## config.mk

```make
export PLATFORM = sky130hd
export DESIGN_NAME = alu_arbiter
export DESIGN_NICKNAME = d
export VERILOG_FILES = /design/src/rtl/alu_arbiter.sv
export SDC_FILE = /design/constraint.sdc
export NUM_CORES = 1
export LEC_CHECK = 0
export BUFFER_PORTS_ARGS = -buffer_cell sky130_fd_sc_hd__buf_2
export CAP_MARGIN = 20
export CORE_ASPECT_RATIO = 1.2
export CORE_MARGIN = 10
export CORE_UTILIZATION = 48
export DETAILED_ROUTE_END_ITERATION = 8
export PLACE_DENSITY = 0.76
export SYNTH_ARGS = -nofsm -noshare
export SYNTH_HDL_FRONTEND = slang
export SYNTH_SLANG_ARGS = --single-unit
export TNS_END_PERCENT = 10
```

## constraint.sdc

```tcl
create_clock -name clk -period 2.65 [get_ports clk]
set_input_delay 0.795 -clock clk [delete_from_list [all_inputs] [get_ports clk]]
set_output_delay 0.795 -clock clk [all_outputs]
set_load 0.01 [all_outputs]
```

## src/rtl/alu_arbiter.sv

```systemverilog
// Round-robin arbiter sharing one combinational alu between two requesters,
// with a one-cycle issue stage and a held response register per requester.
`ifndef WORD_SIZE
`define WORD_SIZE 8
`endif
`ifndef ADD
`define ADD 5'd1
`endif
`ifndef SUB
`define SUB 5'd2
`endif
`ifndef CMP
`define CMP 5'd3
`endif

module alu_arbiter (
  input  logic                  clk,
  input  logic                  rst,
  input  logic [1:0]            req_valid,
  output logic [1:0]            req_ready,
  input  logic [4:0]            req_op0,
  input  logic [4:0]            req_op1,
  input  logic [`WORD_SIZE-1:0] req_a0,
  input  logic [`WORD_SIZE-1:0] req_b0,
  input  logic [`WORD_SIZE-1:0] req_a1,
  input  logic [`WORD_SIZE-1:0] req_b1,
  output logic [1:0]            rsp_valid,
  input  logic [1:0]            rsp_ready,
  output logic [`WORD_SIZE-1:0] rsp_c0,
  output logic [`WORD_SIZE-1:0] rsp_c1,
  output logic [1:0]            rsp_ovf,
  output logic [1:0]            rsp_flag0,
  output logic [1:0]            rsp_flag1,
  output logic [1:0]            rsp_err
);
  localparam int W = `WORD_SIZE;

  logic [1:0]   busy_q, busy_d, eligible, grant;
  logic         last_q, last_d;
  logic         iss_valid_q, iss_owner_q;
  logic [4:0]   iss_op_q;
  logic [W-1:0] iss_a_q, iss_b_q;
  logic [4:0]   alu_op;
  logic [W-1:0] alu_a, alu_b, alu_c;
  logic         alu_ovf;
  logic [1:0]   alu_flag;
  logic [W-1:0] cap_c;
  logic         cap_ovf, cap_err;
  logic [1:0]   cap_flag;
  logic [1:0]   rsp_valid_q, rsp_valid_d, rsp_ovf_q, rsp_ovf_d, rsp_err_q, rsp_err_d;
  logic [1:0]   rsp_flag0_q, rsp_flag0_d, rsp_flag1_q, rsp_flag1_d;
  logic [W-1:0] rsp_c0_q, rsp_c0_d, rsp_c1_q, rsp_c1_d;

  // busy is purely registered, so a response consumed this cycle frees the slot next cycle.
  assign eligible = req_valid & ~busy_q;

  always_comb begin
    // NOTE: every always_comb output gets a default first so no path can infer a latch.
    grant = 2'b00;
    if (!rst) begin
      if (&eligible) grant = last_q ? 2'b01 : 2'b10;
      else           grant = eligible;
    end
  end

  assign req_ready = grant;
  assign last_d    = (|grant) ? grant[1] : last_q;
  assign busy_d    = (busy_q | grant) & ~(rsp_valid_q & rsp_ready);

  // NOTE: the issue payload is always qualified by iss_valid_q, so it carries no reset.
  always_ff @(posedge clk) begin
    if (|grant) begin
      iss_owner_q <= grant[1];
      iss_op_q    <= grant[1] ? req_op1 : req_op0;
      iss_a_q     <= grant[1] ? req_a1  : req_a0;
      iss_b_q     <= grant[1] ? req_b1  : req_b0;
    end
  end

  assign alu_op = iss_valid_q ? iss_op_q : 5'd0;
  assign alu_a  = iss_valid_q ? iss_a_q  : '0;
  assign alu_b  = iss_valid_q ? iss_b_q  : '0;

  alu u_alu (
    .op        (alu_op),
    .a         (alu_a),
    .b         (alu_b),
    .c         (alu_c),
    .overflow  (alu_ovf),
    .comp_flag (alu_flag)
  );

  // Keep only the fields meaningful for the opcode; the rest capture as zero.
  always_comb begin
    cap_c    = '0;
    cap_ovf  = 1'b0;
    cap_flag = 2'b00;
    cap_err  = 1'b0;
    case (iss_op_q)
      `ADD, `SUB: begin
        cap_c   = alu_c;
        cap_ovf = alu_ovf;
      end
      `CMP:    cap_flag = alu_flag;
      default: cap_err  = 1'b1;
    endcase
  end

  always_comb begin
    rsp_valid_d = rsp_valid_q & ~rsp_ready;
    rsp_ovf_d   = rsp_ovf_q;
    rsp_err_d   = rsp_err_q;
    rsp_c0_d    = rsp_c0_q;
    rsp_c1_d    = rsp_c1_q;
    rsp_flag0_d = rsp_flag0_q;
    rsp_flag1_d = rsp_flag1_q;
    if (iss_valid_q) begin
      rsp_valid_d[iss_owner_q] = 1'b1;
      rsp_ovf_d[iss_owner_q]   = cap_ovf;
      rsp_err_d[iss_owner_q]   = cap_err;
      if (iss_owner_q) begin
        rsp_c1_d    = cap_c;
        rsp_flag1_d = cap_flag;
      end else begin
        rsp_c0_d    = cap_c;
        rsp_flag0_d = cap_flag;
      end
    end
  end

  always_ff @(posedge clk or posedge rst) begin
    if (rst) begin
      busy_q      <= 2'b00;
      last_q      <= 1'b1;
      iss_valid_q <= 1'b0;
      rsp_valid_q <= 2'b00;
      rsp_ovf_q   <= 2'b00;
      rsp_err_q   <= 2'b00;
      rsp_c0_q    <= '0;
      rsp_c1_q    <= '0;
      rsp_flag0_q <= 2'b00;
      rsp_flag1_q <= 2'b00;
    end else begin
      // NOTE: non-blocking assignments so every register samples pre-edge values.
      busy_q      <= busy_d;
      last_q      <= last_d;
      iss_valid_q <= |grant;
      rsp_valid_q <= rsp_valid_d;
      rsp_ovf_q   <= rsp_ovf_d;
      rsp_err_q   <= rsp_err_d;
      rsp_c0_q    <= rsp_c0_d;
      rsp_c1_q    <= rsp_c1_d;
      rsp_flag0_q <= rsp_flag0_d;
      rsp_flag1_q <= rsp_flag1_d;
    end
  end

  assign rsp_valid = rsp_valid_q;
  assign rsp_ovf   = rsp_ovf_q;
  assign rsp_err   = rsp_err_q;
  assign rsp_c0    = rsp_c0_q;
  assign rsp_c1    = rsp_c1_q;
  assign rsp_flag0 = rsp_flag0_q;
  assign rsp_flag1 = rsp_flag1_q;
endmodule

// Shared combinational datapath: wrapping add/sub with signed overflow, signed compare.
module alu (
  input  logic [4:0]            op,
  input  logic [`WORD_SIZE-1:0] a,
  input  logic [`WORD_SIZE-1:0] b,
  output logic [`WORD_SIZE-1:0] c,
  output logic                  overflow,
  output logic [1:0]            comp_flag
);
  localparam int W = `WORD_SIZE;

  logic [W-1:0] sum, diff;

  assign sum  = a + b;
  assign diff = a - b;

  always_comb begin
    c         = '0;
    overflow  = 1'b0;
    comp_flag = 2'b00;
    case (op)
      `ADD: begin
        c        = sum;
        overflow = (a[W-1] == b[W-1]) && (sum[W-1] != a[W-1]);
      end
      `SUB: begin
        c        = diff;
        overflow = (a[W-1] != b[W-1]) && (diff[W-1] != a[W-1]);
      end
      `CMP:    comp_flag = {$signed(a) > $signed(b), a == b};
      default: ;
    endcase
  end
endmodule

```

* Word-level counts from Yosys, hierarchy flattened
Index checks and enable logic that the tools add are counted.
Storage, ports and cells: bits in registers 52
Operators by class: eq/ne operators 11, mux-type cells 21, add/sub/neg operators 2, reduce and logical (&&, ||, !) cells 9, order comparisons 3, bitwise gates (word level) 10
Operator list (number):
- two-way mux 8 bit | 5
- equality test 5 x 2 -> 1 bit (second input constant) | 4
- case mux 8 bit (2 select lines) | 1
- two-way mux 2 bit | 6
- equality test 5 x 1 -> 1 bit (second input constant) | 2
- two-way mux 5 bit | 2
- adder 8 bit | 1
- bitwise AND 2 bit | 4
- equality test 8 bit | 1
- greater-than comparator 8 bit | 1
- subtractor 8 bit | 1
- NOT 2 bit | 3
- AND reduction 2 bit | 3
- bitwise mux 2 bit | 2
- OR 2 bit | 2
- OR reduction 2 bit | 2
- logical AND 1 bit | 3
- two-way mux 1 bit | 3
- inequality test 1 bit | 3
- OR reduction 3 bit | 1
- < comparator 1 x 2 -> 1 bit (second input constant) | 1
- case mux 1 bit (2 select lines) | 1
- demux 1 bit (select 1 bit) | 1
- equality test 1 bit | 1
- 2 further kinds | 2

* Depth between registers and ports, before layout
Gate-level depths: netlist (run 1).
word-level depth 7, depth in mapped cells 13, gate-level depth less buffers 11

* By module
From an unflattened synthesis (run 1), not the netlist that was laid out.
Unflattened totals: cell total of the unflattened synthesis 296, area total of the unflattened synthesis 3141.8 um2
By module, submodules not included:
- alu_arbiter | instances 1, area an instance 2307.2 um2, seq. area each 1412.6 um2, cells each 183
- alu | instances 1, area an instance 834.6 um2, seq. area each 0.0 um2, cells each 113

* Least setup slack after synthesis (run 1)
Ideal clock, no wire load.
kind register to register, from reg iss_valid_q, to reg rsp_c1_q[6], in the netlist rsp_c1[6], required time 2521 ps, cell stages (with the launch flop) 13, period minus slack after synthesis 2809 ps, slack -159 ps, arrival 2680 ps, path through dfrtp_1 -> clkbuf_1 -> clkbuf_1 -> and2_1 -> ha_1 -> inv_1 -> fa_1 -> a211o_1 -> a21boi_0 -> o22ai_1 -> a221o_1 -> o21ai_1 -> o21ai_1
Between the ends: longest elaborated chain between the ends 4, elaborated cells on any way between the ends 10
RTL lines:
- from (decl) | RTL line 40 | logic iss_valid_q, iss_owner_q;
- from (signal assigned) | RTL line 147 | iss_valid_q <= |grant;
- two-way mux 8 bit (tied with other cells) | RTL line 81 | assign alu_a = iss_valid_q ? iss_a_q : '0;
- subtractor 8 bit (tied with other cells) | RTL line 181 | assign diff = a - b;
- case mux 8 bit (2 select lines) | RTL line 187 | case (op)
- two-way mux 8 bit | RTL line 99 | case (iss_op_q)
- to (signal assigned) | RTL line 152 | rsp_c1_q <= rsp_c1_d;
- to (decl) | RTL line 52 | logic [W-1:0] rsp_c0_q, rsp_c0_d, rsp_c1_q, rsp_c1_d;
Parallel ways exist; a longest one is shown, timed or not. A chain may end at the register's enable or synchronous reset.

* Final worst setup path (run 1)
Same ends and word-level chain as after synthesis.

==> results of run 1 <==
-- layer usage --
metal | part of all wire [%] | routed length (um) | vias up | global-route usage, %
met1 | 46 | 3165 | 1156 | 18.01
met2 | 47 | 3296 | 73 | 23.69
met5 | 0 | 0 | - | 0
met4 | 1.4 | 95 | 0 | 4.525
li1 | - | - | 1310 | -
met3 | 5.7 | 396 | 6 | 3.070
-- area by class of cell --
type | instances | area [um^2]
Multi-Input combinational cell | 246 | 1439
Sequential cell | 52 | 1414
Timing Repair Buffer | 89 | 480.5
Clock inverter | 1 | 30.03
Clock buffer | 7 | 118.9
Fill cell | 563 | 2384
Inverter | 22 | 82.58
Tap cell | 82 | 102.6
-- repair_timing --
item | 4_1_cts | 5_1_grt
gates resized for setup | 0 | 1
setup endpoints to repair | 0 | 2
buffers inserted | 0 | 0
-- per-stage QoR --
stage | utilization, % | std cells | total power (uW)
after global routing | 60.61 | 499 | 3046
after global placement | 58.13 | 491 | 2188
after detailed placement | 58.13 | 491 | 2211
after CTS | 60.59 | 499 | 2859
final | 60.61 | 499 | 2832
after floorplan | - | 335 | 1862
-- synthesized netlist by cell type, types with 2 or more instances --
master                     number
sky130_fd_sc_hd__nand2_1       97
sky130_fd_sc_hd__dfrtp_1       29
sky130_fd_sc_hd__edfxtp_1      22
sky130_fd_sc_hd__inv_1         22
sky130_fd_sc_hd__nor2_1        15
sky130_fd_sc_hd__o21ai_0       15
sky130_fd_sc_hd__ha_1          13
sky130_fd_sc_hd__clkbuf_1      12
sky130_fd_sc_hd__o21ai_1       12
sky130_fd_sc_hd__a21oi_1       10
sky130_fd_sc_hd__and2_1         7
sky130_fd_sc_hd__nand2b_1       6
sky130_fd_sc_hd__nor3_1         5
sky130_fd_sc_hd__a221o_1        4
sky130_fd_sc_hd__mux2_2         4
sky130_fd_sc_hd__nor2b_1        4
sky130_fd_sc_hd__o22ai_1        4
sky130_fd_sc_hd__a211oi_1       3
sky130_fd_sc_hd__nand3_1        3
sky130_fd_sc_hd__or3_1          3
sky130_fd_sc_hd__a21o_1         2
sky130_fd_sc_hd__a22oi_1        2
sky130_fd_sc_hd__a31oi_1        2
sky130_fd_sc_hd__buf_6          2
sky130_fd_sc_hd__fa_1           2
sky130_fd_sc_hd__o21a_1         2
sky130_fd_sc_hd__o21ai_2        2
sky130_fd_sc_hd__o31ai_1        2
sky130_fd_sc_hd__xnor2_1        2
sky130_fd_sc_hd__xor2_1         2
-- critical path, delay by kind of cell, from the launching register on --
family,cells,cell delay (ns)
buffers and inverters,1,0.05
adders and majority gates,2,0.54
and+or+nand+nor,1,0.16
DFF,1,0.43
AOI/OAI and AO/OA,6,1.12
-- registers in the layout (all words and copies together) (netlist names) --
signal and count:
busy_q 2, iss_valid_q 1, rsp_c1 8, rsp_c0 8, iss_b_q 8, rsp_flag1 2
iss_op_q 5, rsp_flag0 2, rsp_valid 2, iss_owner_q 1, last_q 1, rsp_err 2
rsp_ovf 2, iss_a_q 8
-- how the worst max path moves through the flow --
stage / startpoint / endpoint / slack [ns] / depth (start not counted)
after floorplan: iss_valid_q / rsp_c1[6] / 0.004 / 12
after global placement: iss_valid_q / rsp_c1[6] / 0.21 / 10
after detailed placement: iss_valid_q / rsp_c1[6] / 0.15 / 10
after CTS: iss_valid_q / rsp_c1[6] / 0.15 / 10
after global routing: iss_valid_q / rsp_c1[6] / 0.009 / 10
final: iss_valid_q / rsp_c1[6] / 0.22 / 10
-- cells by family (layout without fill, tap and decap cells) --
family          after synthesis  in the layout
simple gates                148            148
buf+inv                      37            119
fa+ha+maj                    15             15
mux                           4              4
compound gates               75             75
xor+xnor                      4              4
flops                        52             52
-- power breakdown --
group	total (uW)	internal, uW	switching [uW]
combinational	1040	430	611
sequential	1140	1050	92.8
clock	647	396	251
total	2830	1880	955
-- cell usage in the layout (no fill, tap or decap), types with 3 or more instances in the layout --
cell type and n:
sky130_fd_sc_hd__nor2_1 15, sky130_fd_sc_hd__nand2_1 97, sky130_fd_sc_hd__a211oi_1 3, sky130_fd_sc_hd__mux2_2 4, sky130_fd_sc_hd__dfrtp_1 28, sky130_fd_sc_hd__or3_1 3
sky130_fd_sc_hd__inv_1 22, sky130_fd_sc_hd__o21ai_0 15, sky130_fd_sc_hd__buf_4 14, sky130_fd_sc_hd__nand3_1 3, sky130_fd_sc_hd__a221o_1 4, sky130_fd_sc_hd__a21oi_1 9
sky130_fd_sc_hd__and2_1 7, sky130_fd_sc_hd__nor2b_1 4, sky130_fd_sc_hd__ha_1 13, sky130_fd_sc_hd__nor3_1 5, sky130_fd_sc_hd__edfxtp_1 22, sky130_fd_sc_hd__nand2b_1 6
sky130_fd_sc_hd__clkbuf_8 5, sky130_fd_sc_hd__buf_2 75, sky130_fd_sc_hd__o22ai_1 4, sky130_fd_sc_hd__o21ai_1 12
==> results, run 1 <==
- The number of diodes added for antenna fixing is 0.
- The cell count after synthesis is 335.
- The headroom to the max-slew limit is 55.68%.
- The fraction of final layout cells with drive strength greater than 1 is 26.62%.
- The post-synthesis average cell area is 8.964 um^2.
- The post-synthesis compound-gate area fraction is 16.75%.
- The remaining global-route overflow is 0.
- The die covers 9833 um^2.
- The worst hold margin is 0.4001 ns.
- Counting distinct cell types in the post-synthesis netlist gives 55.
- The launch instance of the worst register-to-register path is iss_valid_q.
- The count of yosys warnings during synthesis is 0.
- The layout overhead on the synthesized area is 22.13%.
- The number of flops mapped to enable cells by yosys is 22.
- 76 I/O pins were placed.
- The die is 92.21 um wide.
- The number of max-slew violations in the final report is 0.
- The leakage component of the power is 0.001830 uW.
- CTS built an H-tree with a depth of 2.
- Traced cell by cell, the critical path runs through and2_1 -> ha_1 -> inv_1 -> fa_1 -> a211o_1 -> a21boi_0 -> o22ai_1 -> a221o_1 -> o21ai_1 -> o21ai_1.
- The die is 106.6 um tall.
- The post-CTS clock slew at the launch and capture registers of the worst setup and hold paths is 0.09 ns.
- The clock tree from TritonCTS is built.
- The worst register-to-register path ends at rsp_c1[6].
- The post-synthesis cell area is 3003 um^2.
- The later pin in the worst-skew pair is clocked with a latency of 0.30 ns.
- The largest single stage delay on the critical path is 0.43 ns.
- When the netlist entered floorplanning its net count stood at 398.
- The share of async-settable or async-resettable flops after synthesis is 57.69%.
- The number of vias after detailed routing is 2545.
- The maximum clock frequency is 410.7 MHz.
- The post-detailed-route count of antenna-violating nets is 0.
- The total global routing track utilization is 14.24%.
- Setup violations remaining at the end of the flow were counted as 0.
- The area share of and/or/nand/nor cells after synthesis is 21.63%.
- The worst path needs 2.435 ns of the cycle, external delays included.
- Summing the sequential cell areas from Yosys gives 47.04% of the chip area.
- The DRC violation count after routing is 0.
- After layout, the worst setup slack is 0.2151 ns.
- Synthesis inferred 52 register bits.
- The flow ran to the end, and the final reports show no timing, DRC or antenna violations.
- The post-placement cell area is 3517 um^2.
- The worst setup skew after layout is 0.006117 ns.
- The initial utilization of the core area, before any placement, comes to 49.63%.
- Clock tree synthesis selected as its root buffer the cell sky130_fd_sc_hd__clkbuf_8.
- At the worst endpoint, the required time is 2.82 ns.
- The top-area cell type share of the netlist area is 24.17%.
- The count of input and output buffers is 75.
- The worst ir drop on vdd is 0.0004527 V.
- At the worst endpoint, the arrival time is 2.61 ns.
- The most numerous cell type found on the critical path is sky130_fd_sc_hd__o21ai_1.
- At the pin with the least slew margin, the transition time is 0.6648 ns.
- Wires add up to 6954 um.
- Dividing the detail-routed via count by the number of cells gives 5.100.
- The final weighted congestion of routability-driven global placement is 0.8609.
- The pin count of the biggest net entering global routing is 29.
- STA classifies the critical path startpoint as a register.
- The buffer depth of the longest clock path is 2.
- Max-cap violations in this run came to 0.
- The final layout contains 479 nets.
- The number of standard-cell rows in the floorplan is 31.
- The number of antenna violations at the first check in global routing was 0.
- For this block, the initial DRC count from the detailed router was 148.
- The kind of end point of the critical path is a register.
- The first-pass GRT wire length is 11840 um.
- Setup repair after global routing left no endpoint under its margin.
- The minimum setup slack among reg-to-reg paths is 0.22 ns.
- The power per unit of standard cell area is 772.3 nW/um^2.
- The kind of path behind the tightest hold check is primary input to asynchronous set/reset pin.
- The number of buffers added by the clock tree synthesis step is 5.
- The most used flip-flop cell after synthesis is sky130_fd_sc_hd__dfrtp_1.
- The number of hold buffers added after CTS was 0.
- The final instance area is 3667 um^2.
- The mean routed wirelength per cell is 13.94 um.
- Summed over all failing endpoints, the final setup total negative slack is 0 ns.
- The core area is 6051 um^2.
- The adder and majority gate portion of the synthesized area is 6.750%.
- Ranked by total cell area, the synthesized netlist is headed by sky130_fd_sc_hd__dfrtp_1 (24%), sky130_fd_sc_hd__edfxtp_1 (22%), sky130_fd_sc_hd__nand2_1 (12%).
- By area, the combinational part of the netlist is dominated by simple AND/OR/NAND/NOR gates.
- After synthesis, the share of cell area in mux cells is 1.500%.
- The total count of hold-check failures in the final report is 0.
- The iteration count of the initial detailed-routing pass is 4.
- The part of the cycle the worst path needs is 91.88%.
- The slowest stage of the critical path belongs to the cell sky130_fd_sc_hd__dfrtp_2.
- The most area-hungry cell type in the Yosys netlist is sky130_fd_sc_hd__dfrtp_1.
- Of the total synthesized cell area, the portion taken by XOR and XNOR cells is 1.167%.
- The total clock sinks is 52.
- The via count of the first global-routing pass is 2585.
- The worst register-to-register path has a depth of 10.
- Once detailed placement completed, the half-perimeter wirelength came to 5640 um.
- The maximum fanout count along the critical path is 9.
- The kind of critical path is register to register.
- The pre-CTS setup slack is 0.1543 ns.
Note: power is estimated with default switching activity, not from simulation.
==> inputs of run 2 (changes only) <==
--- a/config.mk
+++ b/config.mk
@@ -11,7 +11,7 @@
 export CORE_MARGIN = 10
 export CORE_UTILIZATION = 48
 export DETAILED_ROUTE_END_ITERATION = 8
-export PLACE_DENSITY = 0.76
+export PLACE_DENSITY = 0.84
 export SYNTH_ARGS = -nofsm -noshare
 export SYNTH_HDL_FRONTEND = slang
 export SYNTH_SLANG_ARGS = --single-unit
==> run 2 against run 1 <==
Against the previous run: utilization is 0.89 points lower; flip-flop and latch count stayed put; critical endpoint unchanged; sequential power hardly changed; highest routed layer unchanged; clock-buffer cell count stayed put.
==> results, run 2 (synthesized netlist as in run 1, its figures left out) <==
- The layout overhead on the synthesized area is 20.33%.
- The power per unit of standard cell area came to 746.0 nW/um^2 (-3.4%).
- The clock period minus worst slack came to 2.501 ns (+0.06619 ns).
- The total net switching power is 963.0 uW (+0.84%).
- The post-CTS clock slew at the launch and capture registers of the worst setup and hold paths is 0.09 ns (about the same).
- The via count of the first global-routing pass is 2610 (+0.97%).
- The number of H-tree levels is 2 (unchanged).
- The buffer depth of the longest clock path was 2 (unchanged).
- The run finished with clean final reports.
- The maximum clock frequency is 399.8 MHz (-2.6%).
- The total instance count after detailed placement is 488 (-0.61%).
- The leakage component of the power is 0.001801 uW (-1.6%).
- Setup repair after global routing left no endpoint under its margin.
- The clock latency on the worst-skew pair came to 0.30 ns (about the same).
- The total clock sinks was 52 (unchanged).
- The final weighted congestion of routability-driven global placement is 0.8936 (+3.8%).
- The sum of negative setup slack is 0 ns (unchanged).
- The worst ir drop on vdd was 0.0002884 V (-36%).
- The number of vias per cell after detailed routing is 5.175 (+1.5%).
- The total count of hold-check failures in the final report is 0 (unchanged).
- The number of buffers added by the clock tree synthesis step came to 5 (unchanged).
- The fraction of power consumed by combinational cells is 39.0% (+2.2 points).
- The count of input and output buffers is 75 (unchanged).
- The maximum fanout count along the critical path is 9 (unchanged).
- The core area is 6051 um^2 (unchanged).
- The mean routed wirelength per cell is 14.23 um (+2.1%).
- The part of the cycle the worst path needs is 94.38% (+2.5 points).
- The post-detailed-route count of antenna-violating nets came to 0 (unchanged).
- The total global routing track utilization came to 14.54% (+0.30 points).
- The number of max-slew violations in the final report is 0 (unchanged).
- The final cell count without fillers is 496 (-0.60%).
- STA classifies the critical path startpoint as a register.
- Traced cell by cell, the critical path runs through and2_1 -> ha_1 -> inv_1 -> fa_1 -> a211o_1 -> a21boi_0 -> o22ai_1 -> a221o_1 -> o21ai_1 -> o21ai_1.
- The switching fraction of total power is 35.72% (+2.0 points).
- The horizontal die dimension is 92.21 um (unchanged).
- The number of standard-cell rows in the floorplan came to 31 (unchanged).
- The number of placed I/O pins was 76 (unchanged).
- The number of vias after detailed routing is 2567 (+0.86%).
- The worst setup skew after layout is 0.003582 ns (-0.002535 ns).
- The largest stage delay on the critical path is 0.44 ns (about the same).
- The pin count of the biggest net entering global routing is 29 (unchanged).
- The critical path required time came to 2.83 ns (about the same).
- The starting utilization of the core area was 49.63% (unchanged).
- The cell with the largest stage delay on the worst path is sky130_fd_sc_hd__dfrtp_2.
- The area of the die was 9833 um^2 (unchanged).
- The count of nets after finishing is 476 (-0.63%).
- The first-pass GRT wire length is 12020 um (+1.5%).
- The DRC violation count after routing came to 0 (unchanged).
- The number of antenna violations at the first check in global routing was 0 (unchanged).
- In the layout the commonest cells are sky130_fd_sc_hd__nand2_1 (97), sky130_fd_sc_hd__buf_2 (75), sky130_fd_sc_hd__dfrtp_1 (28).
- The sequential share of power is 42.2% (+1.8 points).
- The number of diodes added for antenna fixing is 0 (unchanged).
- The buffers plus inverters on the worst setup path was 1 (unchanged).
- The iteration count of the initial detailed-routing pass came to 4 (unchanged).
- The number of buffers inserted for hold repair after clock tree synthesis was 0 (unchanged).
- The headroom to the max-slew limit came to 54.61% (-1.1 points).
- The tree is rooted in a sky130_fd_sc_hd__clkbuf_8.
- In this design, the critical path's most frequently occurring cell is sky130_fd_sc_hd__o21ai_1.
- The starting DRC count in detailed routing is 173 (+17%).
- The worst hold path belongs to the class primary input to asynchronous set/reset pin.
- The post-detailed-routing wire length is 7057 um (+1.5%).
- The fraction of final layout cells with drive strength greater than 1 is 26.57% (-0.049 points).
- The placed wire-length estimate after detailed placement is 5600 um (-0.71%).
- The total of endpoints with negative setup slack in the final report is 0 (unchanged).
- The die boundary height is 106.6 um (unchanged).
- The number of fillers in the final layout is 568 (+0.89%).
- The internal power of the cells was 1733 uW (-7.7%).
- TritonCTS built the clock tree.
- In this design, the largest share of critical-path delay is due to compound AO/OA/AOI/OAI gates.
- The reported max-cap violation count is 0 (unchanged).
- The worst setup path is captured at a register.
- The arrival time at the worst endpoint is 2.68 ns (+0.07 ns).
- The clock power share is 18.8% (-4.0 points).
- The slew at the pin closest to its max-slew limit is 0.6808 ns (+0.01596 ns).
- The kind of critical path is register to register.
- The remaining global-route overflow is 0 (unchanged).
- Leaving out fill and tap cells, the most frequent cell in the layout is sky130_fd_sc_hd__nand2_1.
run 2: final cells by class:
cell class | instances | area [um^2] | area share (%)
multi-input combinational | 246 | 1450 | 40.13
sequential | 52 | 1414 | 39.13
timing repair buffer | 86 | 457.9 | 12.67
tap | 82 | 102.6 | 2.839
clock buffer | 7 | 101.3 | 2.805
inverter | 22 | 82.58 | 2.285
clock inverter | 1 | 5.005 | 0.1385
run 2: layer usage:
metal	share of wire, %	wire [um]	global-route usage, %	vias to the layer above
met1	45	3166	17.60	1187
met5	0	0	0	-
met4	1.9	137	5.408	0
met2	48	3372	24.39	71
li1	-	-	-	1300
met3	5.4	380	3.629	9
run 2: metrics by stage:
stage	cell area, um^2	power, uW	setup slack [ns]	util [%]	hold slack (ns)
after global placement	3495	2173	0.1926	57.75	0.4566
final	3613	2696	0.1489	59.72	0.3818
after floorplan	3005	1862	0.004327	-	0.4837
after global routing	3613	2912	0.002714	59.72	0.3786
after detailed placement	3495	2202	0.06690	57.75	0.4599
after CTS	3601	2710	0.05585	59.51	0.3823
run 2: power by group through the flow:
stage	Combinational (uW)	Clock (uW)	Sequential (uW)
2_1_floorplan	675	0	1190
3_3_place_gp	1020	0	1150
3_5_place_dp	1050	0	1160
4_1_cts	1050	518	1140
5_1_grt	1190	556	1160
6_report	1050	508	1140
run 2: final timing paths:
kind                              from          end  slack [ns]  cells past startpoint
setup / recovery           iss_valid_q    rsp_c1[6]        0.15                     10
hold / removal                     rst  iss_valid_q        0.38                      2
setup reg to reg           iss_valid_q    rsp_c1[6]        0.15                     10
hold reg to reg              rsp_c1[7]    rsp_c1[7]        0.48                      2
max in group asynchronous          rst    rsp_c1[0]        1.72                      3
min in group clk             rsp_c1[7]    rsp_c1[7]        0.48                      2
run 2: what timing repair did:
| action | CTS | global route |
|---|---|---|
| buffers inserted | 0 | 0 |
| resized for setup | 0 | 3 |
| setup endpoints to repair | 0 | 3 |
